`src/rtl/game_pkg.sv`:
```
`default_nettype none
// ============================================================================
// Module   : game_pkg
// Purpose  : Constants and types shared by the fighter HP / round-outcome
//            logic and its neighbours in the scene pipeline.
// Contents : HP_MAX, BULLET_DMG, BULLET_DMG_DEF, IFRAME_TICKS, HP_W,
//            round_state_e, is_end_state()
// Revision : 1.0 - initial release
// ============================================================================
package game_pkg;

  localparam int HP_MAX         = 100; // starting / maximum HP per fighter
  localparam int BULLET_DMG     = 10;  // damage of an unblocked hit
  localparam int BULLET_DMG_DEF = 3;   // damage of a hit while defending
  localparam int IFRAME_TICKS   = 30;  // post-hit invulnerability, in frame ticks
  localparam int HP_W           = 7;   // width of an HP value

  typedef enum logic [2:0] {
    IDLE      = 3'd0,
    FIGHT     = 3'd1,
    KO_PLAYER = 3'd2,  // enemy wins
    KO_ENEMY  = 3'd3,  // player wins
    DRAW      = 3'd4
  } round_state_e;

  // True for every state in which the round has been decided.
  function automatic logic is_end_state(input round_state_e s);
    return (s == KO_PLAYER) || (s == KO_ENEMY) || (s == DRAW);
  endfunction

endpackage
`default_nettype wire

```
`src/rtl/hp_tracker_if.sv`:
```
`default_nettype none
// ============================================================================
// Module   : hp_tracker_if
// Purpose  : Bundles the game-step, hit and defend inputs and the HP / round
//            outputs of hp_tracker.
// Modports : master - drives frame_tick, round_start, hit*, def*;
//                     observes hp*, inv*, state, roundOver
//            slave  - the hp_tracker side (mirror of master)
// Revision : 1.0 - initial release
// ============================================================================
interface hp_tracker_if;
  import game_pkg::*;

  logic              frame_tick;
  logic              round_start;
  logic              hitPlayer;
  logic              hitEnemy;
  logic              defPlayer;
  logic              defEnemy;
  logic [HP_W-1:0]   hpPlayer;
  logic [HP_W-1:0]   hpEnemy;
  logic              invPlayer;
  logic              invEnemy;
  round_state_e      state;
  logic              roundOver;

  modport master (
    output frame_tick, round_start, hitPlayer, hitEnemy, defPlayer, defEnemy,
    input  hpPlayer, hpEnemy, invPlayer, invEnemy, state, roundOver
  );

  modport slave (
    input  frame_tick, round_start, hitPlayer, hitEnemy, defPlayer, defEnemy,
    output hpPlayer, hpEnemy, invPlayer, invEnemy, state, roundOver
  );

endinterface
`default_nettype wire

```
`src/rtl/hp_channel.sv`:
```
`default_nettype none
// ============================================================================
// Module   : hp_channel
// Purpose  : One fighter's HP register with saturating damage and a
//            post-hit invulnerability counter.
// Ports    : clk, rst_n          - clock, async active-low reset
//            load                - reload HP to HP_MAX, clear counter
//            hit, defend         - hit pulse, victim defending (level)
//            enable              - hits are accepted only while high
//            frame_tick          - game-step strobe, decrements counter
//            hp, inv             - registered HP, invulnerable flag
//            hp_next_zero        - HP will be 0 after this edge
// Revision : 1.0 - initial release
// ============================================================================
module hp_channel
  import game_pkg::*;
#(
  parameter int HP_MAX       = game_pkg::HP_MAX,
  parameter int DMG          = game_pkg::BULLET_DMG,
  parameter int DMG_DEF      = game_pkg::BULLET_DMG_DEF,
  parameter int IFRAME_TICKS = game_pkg::IFRAME_TICKS
) (
  input  wire logic            clk,
  input  wire logic            rst_n,
  input  wire logic            load,
  input  wire logic            hit,
  input  wire logic            defend,
  input  wire logic            enable,
  input  wire logic            frame_tick,
  output logic [HP_W-1:0]      hp,
  output logic                 inv,
  output logic                 hp_next_zero
);

  localparam int CNT_W = (IFRAME_TICKS < 1) ? 1 : $clog2(IFRAME_TICKS + 1);

  localparam logic [HP_W-1:0]  c_hp_max  = HP_W'(HP_MAX);
  localparam logic [HP_W-1:0]  c_dmg     = HP_W'(DMG);
  localparam logic [HP_W-1:0]  c_dmg_def = HP_W'(DMG_DEF);
  localparam logic [CNT_W-1:0] c_iframe  = CNT_W'(IFRAME_TICKS);

  logic [HP_W-1:0]  r_hp;
  logic [HP_W-1:0]  w_hp_next;
  logic [HP_W-1:0]  w_dmg;
  logic [HP_W-1:0]  w_hp_sub;
  logic [CNT_W-1:0] r_cnt;
  logic [CNT_W-1:0] w_cnt_next;
  logic             w_accept;

  always_comb begin
    w_accept   = enable && hit && (r_cnt == '0);
    w_dmg      = defend ? c_dmg_def : c_dmg;
    // Clamp at zero instead of letting the 7-bit value wrap.
    w_hp_sub   = (r_hp > w_dmg) ? (r_hp - w_dmg) : '0;
    w_hp_next  = r_hp;
    w_cnt_next = r_cnt;
    if (load) begin
      w_hp_next  = c_hp_max;
      w_cnt_next = '0;
    end else if (w_accept) begin
      // An accepted hit reloads the counter even if frame_tick is also high.
      w_hp_next  = w_hp_sub;
      w_cnt_next = c_iframe;
    end else if (frame_tick && (r_cnt != '0)) begin
      w_cnt_next = r_cnt - 1'b1;
    end
  end

  always_ff @(posedge clk or negedge rst_n) begin
    if (!rst_n) begin
      r_hp  <= c_hp_max;
      r_cnt <= '0;
    end else begin
      r_hp  <= w_hp_next;
      r_cnt <= w_cnt_next;
    end
  end

  assign hp           = r_hp;
  assign inv          = (r_cnt != '0);
  assign hp_next_zero = (w_hp_next == '0);

endmodule
`default_nettype wire

```
`src/rtl/hp_tracker.sv`:
```
`default_nettype none
// ============================================================================
// Module   : hp_tracker
// Purpose  : Damage and round-outcome stage behind the bullet blocks. Keeps
//            both fighters' HP and invulnerability windows and runs the
//            round FSM (IDLE / FIGHT / KO_PLAYER / KO_ENEMY / DRAW).
// Ports    : clk, rst_n  - clock, async active-low reset
//            bus (slave) - frame_tick, round_start, hitPlayer, hitEnemy,
//                          defPlayer, defEnemy in; hpPlayer, hpEnemy,
//                          invPlayer, invEnemy, state, roundOver out
// Revision : 1.0 - initial release
// ============================================================================
module hp_tracker
  import game_pkg::*;
#(
  parameter int HP_MAX       = game_pkg::HP_MAX,
  parameter int DMG          = game_pkg::BULLET_DMG,
  parameter int DMG_DEF      = game_pkg::BULLET_DMG_DEF,
  parameter int IFRAME_TICKS = game_pkg::IFRAME_TICKS
) (
  input  wire logic     clk,
  input  wire logic     rst_n,
  hp_tracker_if.slave   bus
);

  round_state_e    r_state;
  round_state_e    w_state_next;
  logic            w_enable;
  logic            w_load;
  logic [HP_W-1:0] w_hp_player;
  logic [HP_W-1:0] w_hp_enemy;
  logic            w_inv_player;
  logic            w_inv_enemy;
  logic            w_zero_player;
  logic            w_zero_enemy;

  // round_start reloads from every state, including a restart mid-fight.
  assign w_load   = bus.round_start;
  assign w_enable = (r_state == FIGHT);

  hp_channel #(
    .HP_MAX       (HP_MAX),
    .DMG          (DMG),
    .DMG_DEF      (DMG_DEF),
    .IFRAME_TICKS (IFRAME_TICKS)
  ) u_player (
    .clk          (clk),
    .rst_n        (rst_n),
    .load         (w_load),
    .hit          (bus.hitPlayer),
    .defend       (bus.defPlayer),
    .enable       (w_enable),
    .frame_tick   (bus.frame_tick),
    .hp           (w_hp_player),
    .inv          (w_inv_player),
    .hp_next_zero (w_zero_player)
  );

  hp_channel #(
    .HP_MAX       (HP_MAX),
    .DMG          (DMG),
    .DMG_DEF      (DMG_DEF),
    .IFRAME_TICKS (IFRAME_TICKS)
  ) u_enemy (
    .clk          (clk),
    .rst_n        (rst_n),
    .load         (w_load),
    .hit          (bus.hitEnemy),
    .defend       (bus.defEnemy),
    .enable       (w_enable),
    .frame_tick   (bus.frame_tick),
    .hp           (w_hp_enemy),
    .inv          (w_inv_enemy),
    .hp_next_zero (w_zero_enemy)
  );

  always_ff @(posedge clk or negedge rst_n) begin
    if (!rst_n) begin
      r_state <= IDLE;
    end else begin
      r_state <= w_state_next;
    end
  end

  // Outcome is decided from next-cycle HP so the KO/DRAW state appears on
  // the same edge as the killing hit.
  always_comb begin
    w_state_next = r_state;
    if (bus.round_start) begin
      w_state_next = FIGHT;
    end else begin
      unique case (r_state)
        FIGHT: begin
          if (w_zero_player && w_zero_enemy) begin
            w_state_next = DRAW;
          end else if (w_zero_player) begin
            w_state_next = KO_PLAYER;
          end else if (w_zero_enemy) begin
            w_state_next = KO_ENEMY;
          end
        end
        IDLE, KO_PLAYER, KO_ENEMY, DRAW: w_state_next = r_state;
        default:                         w_state_next = IDLE;
      endcase
    end
  end

  assign bus.hpPlayer  = w_hp_player;
  assign bus.hpEnemy   = w_hp_enemy;
  assign bus.invPlayer = w_inv_player;
  assign bus.invEnemy  = w_inv_enemy;
  assign bus.state     = r_state;
  assign bus.roundOver = is_end_state(r_state);

endmodule
`default_nettype wire
```
`src/flat_wrapper.sv`:
```
// flat-port wrapper written by rule: the top's interface ports become plain ports
module hp_tracker_flat import game_pkg::*;
#(
  parameter int HP_MAX       = game_pkg::HP_MAX,
  parameter int DMG          = game_pkg::BULLET_DMG,
  parameter int DMG_DEF      = game_pkg::BULLET_DMG_DEF,
  parameter int IFRAME_TICKS = game_pkg::IFRAME_TICKS
)
  (clk, rst_n, bus_frame_tick, bus_round_start, bus_hitPlayer, bus_hitEnemy, bus_defPlayer, bus_defEnemy, bus_hpPlayer, bus_hpEnemy, bus_invPlayer, bus_invEnemy, bus_state, bus_roundOver);
  hp_tracker_if bus_i ();
  input  wire logic clk;
  input  wire logic rst_n;
  input wire logic [$bits(bus_i.frame_tick)-1:0] bus_frame_tick;
  input wire logic [$bits(bus_i.round_start)-1:0] bus_round_start;
  input wire logic [$bits(bus_i.hitPlayer)-1:0] bus_hitPlayer;
  input wire logic [$bits(bus_i.hitEnemy)-1:0] bus_hitEnemy;
  input wire logic [$bits(bus_i.defPlayer)-1:0] bus_defPlayer;
  input wire logic [$bits(bus_i.defEnemy)-1:0] bus_defEnemy;
  output wire logic [$bits(bus_i.hpPlayer)-1:0] bus_hpPlayer;
  output wire logic [$bits(bus_i.hpEnemy)-1:0] bus_hpEnemy;
  output wire logic [$bits(bus_i.invPlayer)-1:0] bus_invPlayer;
  output wire logic [$bits(bus_i.invEnemy)-1:0] bus_invEnemy;
  output wire logic [$bits(bus_i.state)-1:0] bus_state;
  output wire logic [$bits(bus_i.roundOver)-1:0] bus_roundOver;
  assign bus_i.frame_tick = bus_frame_tick;
  assign bus_i.round_start = bus_round_start;
  assign bus_i.hitPlayer = bus_hitPlayer;
  assign bus_i.hitEnemy = bus_hitEnemy;
  assign bus_i.defPlayer = bus_defPlayer;
  assign bus_i.defEnemy = bus_defEnemy;
  assign bus_hpPlayer = bus_i.hpPlayer;
  assign bus_hpEnemy = bus_i.hpEnemy;
  assign bus_invPlayer = bus_i.invPlayer;
  assign bus_invEnemy = bus_i.invEnemy;
  assign bus_state = bus_i.state;
  assign bus_roundOver = bus_i.roundOver;
  hp_tracker #(.HP_MAX(HP_MAX), .DMG(DMG), .DMG_DEF(DMG_DEF), .IFRAME_TICKS(IFRAME_TICKS)) u_core (.clk(clk), .rst_n(rst_n), .bus(bus_i));
endmodule
```
`config.mk`:
```
export PLATFORM = sky130hd
export DESIGN_NAME = hp_tracker_flat
export DESIGN_NICKNAME = d
export VERILOG_FILES = /design/src/rtl/game_pkg.sv /design/src/rtl/hp_tracker_if.sv /design/src/rtl/hp_channel.sv /design/src/rtl/hp_tracker.sv /design/src/flat_wrapper.sv
export SDC_FILE = /design/constraint.sdc
export NUM_CORES = 1
export LEC_CHECK = 0
export CELL_PAD_IN_SITES_DETAIL_PLACEMENT = 1
export CELL_PAD_IN_SITES_GLOBAL_PLACEMENT = 2
export CORE_UTILIZATION = 33
export DETAILED_ROUTE_END_ITERATION = 6
export PLACE_DENSITY = 0.87
export SYNTH_ARGS = -nofsm -noshare
export SYNTH_HDL_FRONTEND = slang
export SYNTH_SLANG_ARGS = --single-unit
```
`constraint.sdc`:
```
create_clock -name clk -period 3.2 [get_ports clk]
set_input_delay 0.96 -clock clk [delete_from_list [all_inputs] [get_ports clk]]
set_output_delay 0.96 -clock clk [all_outputs]
set_load 0.01 [all_outputs]
```
==> results.json, run 1 <==
{
  "hold_viol": 0,
  "worstHoldStart": "u_core.u_enemy.hp[6]",
  "drtIter0Drc": 60,
  "synth_compound_area_share_pct": 18.0,
  "syn_nets": 213,
  "hpwl_mm": 4.07,
  "drive_gt1_share_pct": 33.8,
  "irDropWorstVdd_mv": 0.265,
  "netlist.area_leader.share_pct": 29.4,
  "grt_pass1_wl_mm": 9.40,
  "synth_seq_area_share_pct": 38.2,
  "ys_warn_count": 0,
  "yosysTopAreaCell": "dfrtp_1",
  "maxSlewHeadroom_pct": 68.2,
  "num_antenna_cells": 0,
  "synth-simple-area-share_pct": 28.3,
  "grt_pass1_vias": 1984,
  "rows": 26,
  "drt_wl_total_mm": 5.71,
  "synth_xor_area_share_pct": 3.92,
  "htreeDepth": 1,
  "drv_cap": 0,
  "synth_seq_cells": 27,
  "period_share_pct": 97.1,
  "min_period_ps": 3110,
  "skew_ps": 2.09,
  "die_area_sq_mm": 0.00572,
  "slew_viol_final": 0,
  "grtUsageTotal_pct": 21.9,
  "status": "completed",
  "firstDrtPassIters": 4,
  "slowest_stage": "or4_4",
  "synthMuxAreaShare_pct": 0.559,
  "drt-vias-per-instance": 5.46,
  "endpoint_kind": "register",
  "start_util_pct": 34.6,
  "p_per_area_mw_per_mm2": 743,
  "numCtsBuffers": 3,
  "postRouteAntennaNets": 0,
  "clock_latency_ps": 280,
  "routedWlPerCell_um": 16.8,
  "p_total_mw": 1.98,
  "synth_top_family_by_area": "simple AND/OR/NAND/NOR gates",
  "rr_startpoint": "u_core.u_player.hp[0]",
  "syn_to_final_growth_pct": 48.9,
  "overflow": 0,
  "syn_area_sq_mm": 0.00179,
  "slowest_delay_ps": 500,
  "core_area_sq_mm": 0.00517,
  "cts.sinks": 27,
  "vias": 1850,
  "hold_ws_ps": 592,
  "nNetsFinal": 288,
  "place_ws_ps": -680,
  "numPlacedInstances": 332,
  "hold_path.class": "register to register",
  "setup_slack_ps": 92.2,
  "synth.distinct_cells": 53,
  "grt_max_degree": 28,
  "postCtsHoldBufs": 0,
  "max_clock_freq_mhz": 322,
  "p_leak_nw": 1.13,
  "syn_inst": 195,
  "port_buffers": 27,
  "io_pins": 28,
  "cts_tree": "done",
  "cp-startpoint": "bus_hitPlayer",
  "critical_path_required_ps": 3420,
  "clock_path_buffers": 2,
  "crit_type": "input pin to register",
  "die-width_um": 75.6,
  "instances_no_fill": 339,
  "gp_congestion": 0.792,
  "synthAdderAreaFrac_pct": 6.99,
  "antenna_found_initial": 0,
  "drcViolationCount": 0,
  "worstPathCellList": "clkdlybuf4s50_1 > and4bb_1 > and2_1 > buf_4 > o21ai_2 > a32oi_2 > or4_4 > or4_1 > nand3_1",
  "tightest_slew_ps": 471,
  "synth_top_cells_by_area": "dfrtp_1 29%, dfstp_2 8.8%, ha_1 7.0%, nor2_1 3.1%, a21oi_1 3.1%",
  "cp-start-kind": "input pin",
  "post-route-util_pct": 51.5,
  "die_height_um": 75.6,
  "finalSetupViolCount": 0,
  "avgSynthCellArea_sq_um": 9.18,
  "clk_pin_slew_ps": 100,
  "critPathMaxFanout": 6,
  "crit_arrival_ps": 3330,
  "root_buffer": "clkbuf_8"
}
## sequential cells by signal, indices dropped and copies added (netlist names)
register               flops
u_core.u_enemy.hp          7
u_core.u_player.hp         7
u_core.u_enemy.r_cnt       5
u_core.u_player.r_cnt      5
u_core.bus.state           3
## critical path, delay by kind of cell
kind,cells,cell delay (ps)
AND/OR/NAND/NOR,5,1430
AO/OA/AOI/OAI,2,320
buffers and inverters,2,610
## through the flow
stage          setup TNS, ps  area (sq um)
4_1_cts                -25.2          2620
5_1_grt                -1.49          2660
2_1_floorplan          -53.8          1790
3_5_place_dp           -1720          2460
6_report                   0          2660
3_3_place_gp           -1530          2460
## routing by layer
layer / global-route usage, % / wire length (um)
met1: 27.7 / 2600
met2: 38.6 / 2800
met3: 2.65 / 179
met4: 7.82 / 133
met5: 0 / 0
## cells in the final DEF, fill, tap and decap left out, types with 3 or more instances in the layout
cell / Yosys / routed
or2_2: 3 / 3
nand4b_1: 3 / 3
xnor2_1: 4 / 4
nand3_1: 10 / 10
a21oi_1: 11 / 11
nor3_1: 11 / 11
inv_1: 11 / 10
ha_4: 0 / 3
o21a_1: 5 / 4
xor2_1: 4 / 4
ha_1: 10 / 6
o21ai_0: 8 / 5
clkbuf_8: 0 / 3
buf_4: 0 / 48
and3_1: 3 / 3
nor2_1: 15 / 15
dfrtp_1: 21 / 21
clkdlybuf4s50_1: 0 / 25
dfstp_2: 6 / 6
o21ai_1: 2 / 3
nand2_1: 11 / 11
nor4_1: 5 / 4
## cell usage after synthesis (all sizes together)
library cell / instances
dfrtp: 21
nor2: 15
nand2: 12
a21oi: 11
inv: 11
nand3: 11
nor3: 11
ha: 10
o21ai: 10
dfstp: 6
nor4: 5
o21a: 5
nor2b: 4
or4: 4
xnor2: 4
xor2: 4
a211oi: 3
and3: 3
clkbuf: 3
nand4b: 3
or2: 3
or3: 3
a221o: 2
a31oi: 2
a32oi: 2
and2: 2
buf: 2
nand2b: 2
nand4: 2
nor4b: 2
o2111ai: 2
o31ai: 2
o41ai: 2
a211o: 1
a22o: 1
a22oi: 1
a32o: 1
and4bb: 1
clkinv: 1
mux2i: 1
nor4bb: 1
o211ai: 1
o311a: 1
or4bb: 1
## area by class of cell
cell class | instances | area, sq um
fill | 606 | 2510
inverter | 12 | 45.0
clock inverter | 1 | 7.51
multi-input combinational | 151 | 1160
sequential | 27 | 683
clock buffer | 3 | 41.3
timing repair buffer | 75 | 638
tap | 70 | 87.6
## where the power goes
part / switching [mW] / leakage, nW / internal (mW)
Clock: 0.116 / 0.0217 / 0.0886
Sequential: 0.128 / 0.340 / 0.451
Combinational: 0.581 / 0.763 / 0.613
Total: 0.825 / 1.13 / 1.15
## timing repair
item / in CTS / in global routing
setup endpoints to repair: 3 / 3
buffers inserted: 2 / 1
endpoints found under the hold margin: 0 / 0
resized for setup: 23 / 10
pin swaps: 7 / 8
## cells by family after synthesis
group / after synthesis
AOI/OAI and AO/OA: 47
muxes: 1
xor gates and xnor gates: 8
DFF: 27
buffers and inverters: 17
and+or+nand+nor: 85
adders and majority gates: 10
## final timing paths
| path | endpoint | slack (ps) | cells past startpoint |
|---|---|---|---|
| setup / recovery | u_core.bus.state[1] | 90 | 9 |
| hold / removal | u_core.u_enemy.hp[6] | 590 | 2 |
| setup reg to reg | u_core.bus.state[1] | 320 | 11 |
| hold reg to reg | u_core.u_enemy.hp[6] | 590 | 2 |
| max in group asynchronous | u_core.u_player.hp[6] | 1840 | 2 |
| min in group asynchronous | u_core.u_enemy.hp[0] | 1050 | 2 |
Power figures use the tool's default switching activity.
==> run 2: changes to the inputs <==
GPL_ROUTABILITY_DRIVEN = 0   (was default)
==> results of run 2 <==
The final DEF is identical to that of run 1; final timing and power are the same.
